===== src/rtl/if_pkg.sv =====
// ---------------------------------------------------------------------------
// if_pkg
// Shared definitions for the instruction-fetch stage.
//   fetch_state_t  : fetch controller states
//   NOP_INST       : instruction presented to IF/ID while nothing valid is held
//   PC_ALIGN_MASK  : clears the two byte-offset bits of a word address
//   align_pc()     : word-aligns an arbitrary target address
// ---------------------------------------------------------------------------
package if_pkg;

    typedef enum logic [1:0] {
        S_RESET = 2'd0,
        S_FETCH = 2'd1,
        S_HOLD  = 2'd2,
        S_KILL  = 2'd3
    } fetch_state_t;

    localparam logic [31:0] NOP_INST      = 32'h0000_0013;
    localparam logic [31:0] PC_ALIGN_MASK = 32'hFFFF_FFFC;

    function automatic logic [31:0] align_pc(input logic [31:0] addr);
        return addr & PC_ALIGN_MASK;
    endfunction

endpackage


===== src/rtl/if_skid_reg.sv =====
// ---------------------------------------------------------------------------
// if_skid_reg
// One-entry holding register for a fetched instruction and its PC. It catches
// a memory response that arrives while the downstream buffer is stalled.
// Ports:
//   clk, rst          : clock, synchronous active-low reset (empties entry)
//   load              : capture load_inst/load_pc, entry becomes full
//   unload            : entry has been consumed, becomes empty
//   flush             : discard entry (wins over load and unload)
//   load_inst/load_pc : data to capture
//   full              : entry holds a pending instruction
//   inst/pc           : held instruction and its PC
// ---------------------------------------------------------------------------
module if_skid_reg (
    input  logic        clk,
    input  logic        rst,
    input  logic        load,
    input  logic        unload,
    input  logic        flush,
    input  logic [31:0] load_inst,
    input  logic [31:0] load_pc,
    output logic        full,
    output logic [31:0] inst,
    output logic [31:0] pc
);

    // Data is only meaningful while full is set, so flush and unload only
    // clear the flag and leave the payload untouched.
    always_ff @(posedge clk) begin
        if (!rst) begin
            full <= 1'b0;
            inst <= 32'h0;
            pc   <= 32'h0;
        end else if (flush) begin
            full <= 1'b0;
        end else if (load) begin
            full <= 1'b1;
            inst <= load_inst;
            pc   <= load_pc;
        end else if (unload) begin
            full <= 1'b0;
        end
    end

endmodule


===== src/rtl/if_fetch_unit.sv =====
// ---------------------------------------------------------------------------
// if_fetch_unit
// Instruction-fetch stage feeding the IF/ID pipeline buffer. Owns the PC,
// runs a request/ready handshake with a variable-latency instruction memory
// and uses a one-entry skid register so a response landing during a
// downstream stall is neither lost nor delivered twice.
//
// Parameters:
//   RESET_PC : PC loaded on reset
//   PC_STEP  : sequential PC increment in bytes
// Ports:
//   clk, rst             : clock, synchronous active-low reset
//   stall                : downstream buffer holding, outputs frozen
//   redirect/redirect_pc : taken branch/jump pulse and its target
//   imem_req/imem_addr   : fetch request, held with stable address until ready
//   imem_ready/imem_rdata: response strobe and instruction word
//   inst_o/pc_o          : instruction and its PC towards IF/ID
//   pc_plus4_o           : pc_o + PC_STEP (link value)
//   valid_o              : inst_o holds a real instruction
//   clear_o              : one-cycle IF/ID flush on redirect
//   fetch_cnt_o          : delivered-instruction counter (IF_PERF_CNT_EN)
//   stall_cnt_o          : stalled-cycle counter (IF_PERF_CNT_EN)
// Build option: define IF_PERF_CNT_EN to add the performance counters.
// ---------------------------------------------------------------------------
module if_fetch_unit
    import if_pkg::*;
#(
    parameter logic [31:0] RESET_PC = 32'h0000_0000,
    parameter logic [31:0] PC_STEP  = 32'd4
) (
    input  logic        clk,
    input  logic        rst,
    input  logic        stall,
    input  logic        redirect,
    input  logic [31:0] redirect_pc,
    output logic        imem_req,
    output logic [31:0] imem_addr,
    input  logic        imem_ready,
    input  logic [31:0] imem_rdata,
    output logic [31:0] inst_o,
    output logic [31:0] pc_o,
    output logic [31:0] pc_plus4_o,
    output logic        valid_o,
    output logic        clear_o
`ifdef IF_PERF_CNT_EN
    ,
    output logic [31:0] fetch_cnt_o,
    output logic [31:0] stall_cnt_o
`endif
);

    fetch_state_t state;
    logic [31:0]  pc;
    logic [31:0]  kill_addr;

    logic         skid_load;
    logic         skid_unload;
    logic         skid_flush;
    logic         skid_full;
    logic [31:0]  skid_inst;
    logic [31:0]  skid_pc;

    logic         deliver_now;

    // While a request is being killed the memory still sees the old address
    // until it answers; pc already holds the redirect target by then.
    assign imem_addr = (state == S_KILL) ? kill_addr : pc;

    assign clear_o = redirect & rst;

    // A response that arrives while the buffer is stalled is parked in the
    // skid; it drains the first cycle stall is released.
    assign skid_load   = rst && !redirect && (state == S_FETCH) && imem_ready && stall;
    assign skid_unload = rst && !redirect && (state == S_HOLD) && skid_full && !stall;
    assign skid_flush  = rst && redirect;

    // Asserted whenever a fresh instruction is written to the outputs.
    assign deliver_now = (rst && !redirect && (state == S_FETCH) && imem_ready && !stall)
                         || skid_unload;

    if_skid_reg u_skid (
        .clk       (clk),
        .rst       (rst),
        .load      (skid_load),
        .unload    (skid_unload),
        .flush     (skid_flush),
        .load_inst (imem_rdata),
        .load_pc   (pc),
        .full      (skid_full),
        .inst      (skid_inst),
        .pc        (skid_pc)
    );

    // Fetch controller. imem_req is registered alongside the state so it
    // always reflects the state being entered. Redirect outranks everything
    // except reset; a redirect arriving while a request is still unanswered
    // parks the controller in S_KILL to swallow that stale response.
    always_ff @(posedge clk) begin
        if (!rst) begin
            state      <= S_RESET;
            imem_req   <= 1'b0;
            pc         <= RESET_PC;
            kill_addr  <= RESET_PC;
            inst_o     <= NOP_INST;
            pc_o       <= RESET_PC;
            pc_plus4_o <= RESET_PC + PC_STEP;
            valid_o    <= 1'b0;
        end else if (redirect) begin
            pc      <= align_pc(redirect_pc);
            valid_o <= 1'b0;
            if ((state == S_FETCH) && !imem_ready) begin
                state     <= S_KILL;
                kill_addr <= pc;
                imem_req  <= 1'b1;
            end else if ((state == S_KILL) && !imem_ready) begin
                state    <= S_KILL;
                imem_req <= 1'b1;
            end else begin
                state    <= S_FETCH;
                imem_req <= 1'b1;
            end
        end else begin
            case (state)
                S_RESET: begin
                    state    <= S_FETCH;
                    imem_req <= 1'b1;
                end
                S_FETCH: begin
                    if (imem_ready) begin
                        pc <= pc + PC_STEP;
                        if (!stall) begin
                            inst_o     <= imem_rdata;
                            pc_o       <= pc;
                            pc_plus4_o <= pc + PC_STEP;
                            valid_o    <= 1'b1;
                        end else begin
                            state    <= S_HOLD;
                            imem_req <= 1'b0;
                        end
                    end else if (!stall) begin
                        valid_o <= 1'b0;
                    end
                end
                S_HOLD: begin
                    if (skid_unload) begin
                        inst_o     <= skid_inst;
                        pc_o       <= skid_pc;
                        pc_plus4_o <= skid_pc + PC_STEP;
                        valid_o    <= 1'b1;
                        state      <= S_FETCH;
                        imem_req   <= 1'b1;
                    end
                end
                S_KILL: begin
                    if (imem_ready) begin
                        state <= S_FETCH;
                    end
                end
                default: begin
                    state    <= S_RESET;
                    imem_req <= 1'b0;
                end
            endcase
        end
    end

`ifdef IF_PERF_CNT_EN
    // Counters wrap naturally at 2^32.
    always_ff @(posedge clk) begin
        if (!rst) begin
            fetch_cnt_o <= 32'h0;
            stall_cnt_o <= 32'h0;
        end else begin
            if (deliver_now) begin
                fetch_cnt_o <= fetch_cnt_o + 32'd1;
            end
            if (stall) begin
                stall_cnt_o <= stall_cnt_o + 32'd1;
            end
        end
    end
`else
    logic unused_deliver;
    assign unused_deliver = deliver_now;
`endif

endmodule

===== config.mk =====
export PLATFORM = sky130hd
export DESIGN_NAME = if_fetch_unit
export DESIGN_NICKNAME = d
export VERILOG_FILES = /design/src/rtl/if_pkg.sv /design/src/rtl/if_skid_reg.sv /design/src/rtl/if_fetch_unit.sv
export SDC_FILE = /design/constraint.sdc
export NUM_CORES = 1
export LEC_CHECK = 0
export CORE_MARGIN = 5
export CORE_UTILIZATION = 58
export DETAILED_ROUTE_END_ITERATION = 10
export GPL_ROUTABILITY_DRIVEN = 0
export PLACE_DENSITY = 0.89
export SLEW_MARGIN = 10
export SYNTH_ARGS = -nofsm -noshare
export SYNTH_HDL_FRONTEND = slang
export SYNTH_HIERARCHICAL = 1
export SYNTH_SLANG_ARGS = --single-unit
export TNS_END_PERCENT = 1

===== constraint.sdc =====
create_clock -name clk -period 3.4 [get_ports clk]
set_clock_uncertainty 0.05 [all_clocks]
set_input_delay 0.85 -clock clk [delete_from_list [all_inputs] [get_ports clk]]
set_output_delay 0.85 -clock clk [all_outputs]
set_load 0.02 [all_outputs]

* Word level (Yosys, flattened, before mapping)
Cells that the tools add are included.
Word-level totals: output and inout port bits 131, input bits 69, bits in registers 229, logic and storage cells 92
Cells by class: bitwise logic cells 4, multiplexer cells 35, reduce and logical (&&, ||, !) cells 29, equality and inequality tests 10, add/subtract/negate cells 2
Operator list (count):
- 2-to-1 mux 32 bit | 13
- one-hot mux 32 bit (2 select lines) | 3
- adder 32 x 3 -> 32 bit, second input constant | 2
- 2-to-1 mux 2 bit | 7
- inequality test 3 bit, second input constant | 4
- logical AND 1 bit | 10
- 2-to-1 mux 1 bit | 9
- one-hot mux 2 bit (4 select lines) | 1
- AND reduction 2 bit | 4
- AND reduction 4 bit | 2
- nonzero test 2 bit | 4
- inequality test 2 bit, second input constant | 3
- AND reduction 5 bit | 1
- == test 2 bit, second input constant | 2
- nonzero test 4 bit | 1
- OR reduction 2 bit | 2
- zero test 1 bit | 3
- NOT 1 bit | 3
- one-hot mux 1 bit (3 select lines) | 1
- AND reduction 3 bit | 1
- == test 2 x 1 -> 1 bit, second input constant | 1
- zero test 2 bit | 1
- one-hot mux 1 bit (2 select lines) | 1
- AND 1 bit | 1

* Longest topological paths before layout
word-level depth 8, depth in mapped cells 9, depth with buffers taken out 7

* Cells and area by module
Netlist, hierarchy kept.
By module, submodules not included:
- if_fetch_unit | cells each 1055, area an instance 8612.0 µm², seq. area each 3163.0 µm², instances 1
- if_skid_reg | cells each 282, area an instance 2670.1 µm², seq. area each 1301.2 µm², instances 1

* Worst setup path after synthesis
Ideal clock, no wire load.
kind input to output, from input port redirect, to output port clear_o, required time 2.500 ns, arrival time 2.058 ns, path slack 0.442 ns, path buffers 3, cell stages on the path 5, cells stage by stage clkbuf_1 -> inv_2 -> clkbuf_1 -> buf_1 -> nor2_1
Between the ends: word-level cells in the longest chain between the ends 1
Ends and longest elaborated chain:
- start, declared | RTL line if_fetch_unit.sv:34 | input logic redirect,
- AND 1 bit | RTL line if_fetch_unit.sv:69 | assign clear_o = redirect & rst;
- end, declared | RTL line if_fetch_unit.sv:44 | output logic clear_o
No other way between the ends.

* Worst setup path in the final report
from register state[1], to output port imem_addr[31]
Between the ends: word-level cells in the longest chain between the ends 2
Ends and longest elaborated chain:
- start, declared | RTL line if_fetch_unit.sv:52 | fetch_state_t state;
- start signal, assigned | RTL line if_fetch_unit.sv:100 | state <= S_RESET;
- start signal, assigned | RTL line if_fetch_unit.sv:112 | state <= S_KILL;
- start signal, assigned | RTL line if_fetch_unit.sv:116 | state <= S_KILL;
- == test 2 bit | RTL line if_fetch_unit.sv:67 | assign imem_addr = (state == S_KILL) ? kill_addr : pc;
- 2-to-1 mux 32 bit | RTL line if_fetch_unit.sv:67
- end, declared | RTL line if_fetch_unit.sv:37 | output logic [31:0] imem_addr,
No other way between the ends.

==> results_dict.tcl <==
set metrics [dict create \
    status "finished clean" \
    dr.pass1.iters 5 \
    holdPathEnd "kill_addr[26]$_SDFFE_PN0P_" \
    pre_cts_slack_ns 0.262 \
    core_area_um2 19300 \
    grt.met3_usage_pct 3.69 \
    drt_iter0_markers 1012 \
    met1_usage_pct 37.2 \
    drcViolationCount 0 \
    ys_ff_latch 223 \
    max_freq_mhz 304 \
    postCtsSetupBuffers 0 \
    p_leak_uw 0.00467 \
    hold_viol_final 0 \
    ys.flop_type "dfxtp_1" \
    grt_pass1_vias 9943 \
    grt_max_degree 172 \
    routed_wl_mm 31.6 \
    die_area_um2 22300 \
    io_buffers 195 \
    worstHoldStart "kill_addr[26]$_SDFFE_PN0P_" \
    avgSynthCellArea_um2 8.44 \
    fp.dieH_um 149 \
    ys_warn_count 6 \
    worst_slack_ns 0.108 \
    grt.total_usage_pct 27.2 \
    use_met2_pct 44.5 \
    yosysSeqAreaShare_pct 39.6 \
    slew_headroom_pct 47.8 \
    crit_type "flip-flop to primary output" \
    power_density_nw_per_um2 476 \
    fin_crit_sh_pct 96.8 \
    synth.distinct_cells 54 \
    cp_max_fo 34 \
    cts_sinks 223 \
    hold_class "flip-flop to flip-flop" \
    cts.htree.levels 1 \
    worst_slew_pin_slew_ns 0.783 \
    drv_slew 0 \
    cp.arrival_ns 2.39 \
    clk_pin_slew_worst_paths_ns 0.06 \
    drv_cap 0 \
    required_ns 2.50 \
    vdd_drop_max_mv 0.419 \
    cp-start-kind "flip-flop" \
    syn-cell-area_um2 11300 \
    syn_inst 1337 \
    r2r-start "pc[3]$_SDFFE_PN0P_" \
    via_count 10422 \
    initial_utilization_pct 58.4 \
    synth_area_leaders "dfxtp_1, mux2i_1, nand2_1, a211oi_1, nor2_1" \
    clock_latency_ns 0.51 \
    rows 51 \
    ys_async_sr_fraction_pct 0 \
    finalSetupTns_ns 0 \
    setup_viol 0 \
    io_pins 200 \
    cts_tree "yes" \
    worst_setup_path_end_kind "primary output" \
    clock-root-buffer "clkbuf_16" \
    grt_pass1_wl_mm 50.5 \
    vias_per_cell 5.98 \
    min_path_cells 2 \
    wl_per_cell_um 18.1 \
    synth-edff-count 0 \
    top_usage_layer "met2" \
    worstRegToRegCells 6 \
    numCtsBuffers 24 \
    synth_top_area_cell "dfxtp_1" \
    antenna_found_initial 0 \
    layout_commonest_cell "nand2_1" \
    postRouteAntennaNets 0 \
    drive_above_1_share_pct 7.91 \
    synth_top_area_share_pct 39.6 \
    reg2reg_slack_ns 0.68 \
    num_antenna_cells 0 \
    syn_to_final_growth_pct 24.4 \
    grt-ovfl-total 0 \
    die_x_um 149 \
    rsz0062_at_grt "no" \
    layout_common_cells "nand2_1, dfxtp_1, clkdlybuf4s50_1" \
    finalCriticalPeriod_ns 3.29 \
    hpwl_mm 21.1 \
    clockBufferDepth 3 \
    r2r-end "pc_plus4_o[28]$_SDFFE_PN0P_" \
    layout.nets 1538 \
]
## stage by stage
stage | std cells | total power [uW] | instance area [um^2] | hold WS (ns) | util (%)
2_1_floorplan | 1340 | 3600 | 11300 | 0.383 | -
3_3_place_gp | 1702 | 4080 | 13200 | 0.387 | 68.5
3_5_place_dp | 1702 | 4110 | 13200 | 0.397 | 68.5
4_1_cts | 1744 | 6720 | 14000 | 0.405 | 72.6
5_1_grt | 1744 | 6950 | 14000 | 0.422 | 72.6
6_report | 1744 | 6690 | 14000 | 0.403 | 72.6
## worst max-delay path, cell delays in order (launching register included)
cell and delay, ns:
dfxtp_1 0.42, ha_1 0.19, buf_6 0.29, mux2_2 0.41, clkdlybuf4s50_1 0.56
## flip-flops by register name (all words and copies together) (netlist names)
signal,cells
inst_o,32
kill_addr,30
pc_o,32
pc_plus4_o,30
valid_o,1
u_skid/inst,32
imem_req,1
u_skid/full,1
u_skid/pc,32
state,2
pc,30
## cell type report
| type | instances | area (um^2) |
|---|---|---|
| multi-input combinational | 968 | 6100 |
| fill | 1407 | 5300 |
| sequential | 223 | 4460 |
| timing repair buffer | 231 | 2290 |
| clock buffer | 32 | 682 |
| tap | 265 | 332 |
| clock inverter | 10 | 111 |
| inverter | 15 | 57.6 |
## timing repair
item	CTS	global route
gates resized for setup	0	1
hold buffers	0	0
endpoints found under the setup margin	0	27
## cells by family (layout without fill, tap and decap cells)
logic type / Yosys count / in the layout / share of synthesized area [%]
flip-flops: 223 / 223 / 39.6
other: 1 / 4 / 0.0332
adder cells (fa/ha/maj): 6 / 6 / 0.665
AO/OA/AOI/OAI: 219 / 219 / 12.8
XOR/XNOR: 54 / 54 / 4.19
AND/OR/NAND/NOR: 527 / 527 / 21.8
multiplexers: 158 / 158 / 14.3
buffers and inverters: 149 / 288 / 6.64
## synth_stat cells (28+ instances only)
cell type,instances
nor2_1,98
buf_2,31
dfxtp_1,223
nor3_1,44
o21ai_0,37
a211oi_1,68
mux2i_1,130
mux2_2,28
clkbuf_1,81
nand3_1,44
nand2_1,239
xnor2_1,34
a21oi_1,57
## worst max path at each step
stage,start,endpoint,slack (ns),depth (start not counted)
floorplan,redirect,clear_o,0.44,5
global placement,redirect,clear_o,0.30,4
detailed placement,stall,pc_plus4_o[13]$_SDFFE_PN0P_,0.26,5
CTS,state[1]$_SDFFE_PN0P_,imem_addr[31],0.01,4
global route,state[1]$_SDFFE_PN0P_,imem_addr[31],0.03,4
finish,state[1]$_SDFFE_PN0P_,imem_addr[31],0.11,4
## power breakdown
part	internal [uW]	switching (uW)
Sequential	2750	132
Clock	1560	1050
Combinational	529	659
## routing by layer
layer | part of all wire [%] | vias to the layer above | wire (um)
met5 | 0 | - | 0
met4 | 3.0 | 0 | 936
met3 | 8.8 | 77 | 2770
met2 | 47 | 533 | 14800
met1 | 42 | 4875 | 13100
li1 | - | 4937 | -
Note: power is estimated with default switching activity, not from simulation.
